## src/rtl/ascon_perm_iter.sv

```systemverilog
// Iterative Ascon permutation computing UNROLL rounds per clock.
// ascon_pack holds the state type, round constants and round function.
package ascon_pack;

  typedef logic [4:0][63:0] type_state;

  localparam logic [7:0] round_constant [16] = '{
    8'hf0, 8'he1, 8'hd2, 8'hc3,
    8'hb4, 8'ha5, 8'h96, 8'h87,
    8'h78, 8'h69, 8'h5a, 8'h4b,
    8'h3c, 8'h2d, 8'h1e, 8'h0f
  };

  function automatic logic [63:0] ror(
    input logic [63:0] x,
    input int          n
  );
    return (x >> n) | (x << (64 - n));
  endfunction

  function automatic type_state ascon_round(
    input type_state  s,
    input logic [7:0] c
  );
    logic [63:0] x0, x1, x2, x3, x4;
    logic [63:0] t0, t1, t2, t3, t4;
    x0 = s[0];
    x1 = s[1];
    x2 = s[2];
    x3 = s[3];
    x4 = s[4];
    x2[7:0] = x2[7:0] ^ c;
    // bitsliced 5-bit S-box
    x0 = x0 ^ x4;
    x4 = x4 ^ x3;
    x2 = x2 ^ x1;
    t0 = ~x0 & x1;
    t1 = ~x1 & x2;
    t2 = ~x2 & x3;
    t3 = ~x3 & x4;
    t4 = ~x4 & x0;
    x0 = x0 ^ t1;
    x1 = x1 ^ t2;
    x2 = x2 ^ t3;
    x3 = x3 ^ t4;
    x4 = x4 ^ t0;
    x1 = x1 ^ x0;
    x0 = x0 ^ x4;
    x3 = x3 ^ x2;
    x2 = ~x2;
    x0 = x0 ^ ror(x0, 19) ^ ror(x0, 28);
    x1 = x1 ^ ror(x1, 61) ^ ror(x1, 39);
    x2 = x2 ^ ror(x2, 1) ^ ror(x2, 6);
    x3 = x3 ^ ror(x3, 10) ^ ror(x3, 17);
    x4 = x4 ^ ror(x4, 7) ^ ror(x4, 41);
    return {x4, x3, x2, x1, x0};
  endfunction

endpackage

module ascon_perm_iter
  import ascon_pack::*;
#(
  parameter int UNROLL     = 1,
  parameter int CONST_BASE = 12
) (
  input  logic       clock_i,
  input  logic       reset_i,
  input  logic       start_i,
  input  logic [3:0] rounds_i,
  input  type_state  state_i,
  output logic       ready_o,
  output logic       valid_o,
  output type_state  state_o,
  output logic [3:0] round_o
);

  typedef enum logic [1:0] {
    IDLE,
    RUN,
    DONE
  } fsm_t;

  fsm_t       fsm;
  fsm_t       fsm_nx;
  type_state  work;
  type_state  chain;
  logic [3:0] idx;
  logic [3:0] rem;
  logic [3:0] step;
  logic [3:0] rnds;
  logic       accept;
  logic       last;

  assign rnds = (rounds_i == 4'd0 || rounds_i > 4'd12)
              ? 4'd12 : rounds_i;

  assign step = (rem < 4'(UNROLL)) ? rem : 4'(UNROLL);
  assign last = (rem <= 4'(UNROLL));

  // stages beyond the remaining count pass the state through
  always_comb begin
    chain = work;
    for (int k = 0; k < UNROLL; k++) begin
      if (k < int'(rem)) begin
        chain = ascon_round(chain,
                            round_constant[idx + 4'(k)]);
      end
    end
  end

  always_ff @(posedge clock_i or posedge reset_i) begin
    if (reset_i) begin
      fsm <= IDLE;
    end else begin
      fsm <= fsm_nx;
    end
  end

  always_comb begin
    fsm_nx  = fsm;
    ready_o = 1'b0;
    valid_o = 1'b0;
    accept  = 1'b0;
    unique case (fsm)
      IDLE: begin
        ready_o = 1'b1;
        if (start_i) begin
          accept = 1'b1;
          fsm_nx = RUN;
        end
      end
      RUN: begin
        if (last) fsm_nx = DONE;
      end
      DONE: begin
        valid_o = 1'b1;
        fsm_nx  = IDLE;
      end
      default: fsm_nx = IDLE;
    endcase
  end

  always_ff @(posedge clock_i or posedge reset_i) begin
    if (reset_i) begin
      work <= '0;
      idx  <= '0;
      rem  <= '0;
    end else if (accept) begin
      work <= state_i;
      idx  <= 4'(CONST_BASE) - rnds;
      rem  <= rnds;
    end else if (fsm == RUN) begin
      work <= chain;
      idx  <= idx + step;
      rem  <= rem - step;
    end
  end

  assign state_o = work;
  assign round_o = (fsm == RUN) ? idx : 4'd0;

endmodule

```

## config.mk

```make
export PLATFORM = sky130hd
export DESIGN_NAME = ascon_perm_iter
export DESIGN_NICKNAME = d
export VERILOG_FILES = /design/src/rtl/ascon_perm_iter.sv
export SDC_FILE = /design/constraint.sdc
export NUM_CORES = 2
export LEC_CHECK = 0
export ABC_AREA = 1
export BUFFER_PORTS_ARGS = -buffer_cell sky130_fd_sc_hd__buf_2
export CORE_AREA = 2 2 255 257
export CTS_CLUSTER_DIAMETER = 150
export DETAILED_ROUTE_END_ITERATION = 10
export DIE_AREA = 0 0 257 259
export MAX_ROUTING_LAYER = met4
export PLACE_DENSITY = 0.77
export SLEW_MARGIN = 20
export SYNTH_ARGS = -nofsm -noshare
export SYNTH_HDL_FRONTEND = slang
export SYNTH_SLANG_ARGS = --single-unit
```

## constraint.sdc

```tcl
create_clock -name clock_i -period 12.15 [get_ports clock_i]
set_input_delay 1.215 -clock clock_i [delete_from_list [all_inputs] [get_ports clock_i]]
set_output_delay 1.215 -clock clock_i [all_outputs]
set_load 0.02 [all_outputs]
```

==> summary.md <==
| Metric | Value |
|---|---|
| Vias post-DR | 43600 |
| Final-report hold violation count | 0 |
| CP delay by family, top | buffers and inverters |
| Worst path slowest cell | buf_4 |
| Initial Utilization | 54.0% |
| Die area | 0.0666 sq mm |
| CP Capture Type | flip-flop |
| Fin nets | 6821 |
| First-pass GRT wire length | 268 mm |
| Tmin final | 4840 ps |
| CTS tree | done |
| Crit-path max FO | 92 |
| Final worst clock skew | 23.7 ps |
| DRC viols | 0 |
| Critical Path AT | 5330 ps |
| Seq cells post-synth | 330 |
| Syn Std Cell Area | 0.0345 sq mm |
| Final Cycle Share | 39.8% |
| Core ar. | 0.0639 sq mm |
| Worst-path clk slew | 60 ps |
| Required @ worst endpoint | 12630 ps |
| Root Driver | clkbuf_16 |
| Die H | 259 um |
| Routed WL per cell | 27.0 um |
| Worst Hold Class | flip-flop to flip-flop |
| Initial antenna violation count | 21 |
| Final WL | 196 mm |
| Max-slew headroom | 5.44% |
| Final non-filler cell total | 7270 |
| H-tree Lvls | 2 |
| Buffers and inverters on the worst path | 4 |
| Critical path's largest stage delay | 830 ps |
| Sequential fraction of the synthesis area | 23.9% |
| Synth-to-layout area growth | 15.5% |
| Mapped Cells | 5748 |
| Post-Place Cells | 7173 |
| Total Routing Usage GR | 58.7% |
| Max_cap viols | 0 |
| Port bufs | 652 |
| Least-Margin Pin Slew | 1410 ps |
| DRT antenna net count | 0 |
| Critical path, cell by cell | nor2_2 > inv_2 > nor2_4 > nand2_2 > nand2_4 > buf_4 > nand2_8 > clkinv_2 > buf_4 > nand2_1 > o211ai_1 |
| Rows | 93 |
| CTS sink cnt | 330 |
| Type of the worst setup path | flip-flop to flip-flop |
| Fraction of layout cells with a size suffix above 1 | 13.4% |
| Synthesis Warnings | 0 |
| Max Fclk | 0.207 GHz |
| Most frequent cells in the layout | nand2_1 (2819), inv_1 (759), buf_2 (652), nand3_1 (487), dfrtp_1 (330) |
| GRT Residual Overflow | 0 |
| RePlAce Congestion | 1.29 |
| Hold_buf cts | 0 |
| Worst-skew pair later-pin latency | 600 ps |
| Setup Viol. Count Final | 0 |
| CP most frequent cell | buf_4 |
| # Post-CTS Setup Buffers | 0 |
| Commonest non-fill, non-tap cell in the layout | nand2_1 |
| Util after Layout | 62.4% |
| Syn avg cell area | 6.00 sq um |
| First-pass iteration count of the detailed router | 9 |
| Slew Limit Fails | 0 |
| IO Count | 653 |
| Post-route setup TNS | 0 ps |
| Clk buf depth | 3 |
| Outcome | finished, final reports clean |
| Number of global-route vias before repair | 38400 |
| Initial drt markers | 7112 |
| Unrepaired setup endpoints after global routing | no |
| Post-CTS Resized | 0 |
| Chip width | 257 um |
| Largest net degree at the start of global routing | 164 |
| CP startpoint kind | flip-flop |
| Vias per Instance | 5.99 |
| Final HPWL DP | 161 mm |
| Post-synthesis cell type count | 35 |
| CTS buffer count | 40 |
## tightest hold or removal path, delay by kind of cell, from the launching register on
| kind | cells | cell delay, ps |
|---|---|---|
| flops | 1 | 350 |
| compound gates | 1 | 80 |
| simple gates | 1 | 60 |
## worst paths after layout
path	from	end	slack [ps]	cells after the start
setup reg to reg	rem[2]	state_o[166]	7310	11
hold reg to reg	rem[0]	rem[0]	530	2
min in group asynchronous	reset_i	state_o[154]	700	2
hold / removal	rem[0]	rem[0]	530	2
max in group asynchronous	reset_i	rem[1]	9170	4
setup / recovery	rem[2]	state_o[166]	7310	11
## routing by layer
metal / track usage [%] / routed length [um] / vias up / share of wire (%)
met5: - / 0 / - / 0
met4: 49.7 / 21900 / 0 / 11
met3: 23.0 / 31300 / 951 / 16
met2: 79.1 / 75600 / 3543 / 38
met1: 67.9 / 67700 / 20100 / 34
li1: - / - / 18900 / -
## layout make-up
| class | instances | area, sq um |
|---|---|---|
| clock buffer | 64 | 1240 |
| antenna | 26 | 65.1 |
| inverter | 789 | 2990 |
| multi-input combinational | 4524 | 22700 |
| sequential | 330 | 8260 |
| tap | 855 | 1070 |
| fill | 5857 | 24000 |
| clock inverter | 7 | 91.3 |
| timing repair buffer | 675 | 3450 |
## stage by stage
step | worst slack (ps) | cell area (sq um) | hold WS (ps)
6_report | 7310 | 39800 | 531
5_1_grt | 7190 | 39800 | 561
4_1_cts | 7550 | 39800 | 520
3_5_place_dp | 7610 | 38400 | 507
3_3_place_gp | 7680 | 38400 | 487
2_1_floorplan | 1800 | 34500 | 470
## flip-flops by register name, indices dropped and copies added (netlist names)
signal / cells
fsm: 2
idx: 4
state_o: 320
rem: 4
## Yosys cell counts (all sizes together)
master | number | area (sq um)
buf | 79 | 539
or2 | 5 | 31.3
o21bai | 45 | 338
o22ai | 2 | 12.5
xnor2 | 145 | 1350
o21ba | 1 | 10.0
xor2 | 344 | 3330
nand3 | 487 | 2440
o221ai | 3 | 26.3
clkinv | 1 | 3.75
conb | 2 | 7.51
dfrtp | 330 | 8260
ha | 133 | 1660
o21ai | 354 | 1790
o211ai | 73 | 548
nand2 | 2843 | 10700
fa | 1 | 20.0
clkbuf | 27 | 101
nor2 | 80 | 320
inv | 788 | 2960
a31oi | 1 | 6.26
a21oi | 4 | 20.0
## cell families after synthesis
group | after synthesis | share of synthesized area (%)
AND/OR/NAND/NOR | 3415 | 39.2
buffers and inverters | 895 | 10.4
XOR/XNOR | 489 | 13.5
AO/OA/AOI/OAI | 483 | 7.98
flip-flops | 330 | 23.9
adder cells (fa/ha/maj) | 134 | 4.88
other | 2 | 0.0218
Power is not shown: default switching activity piles up to over one toggle a cycle in this logic, so the estimate is an artifact.
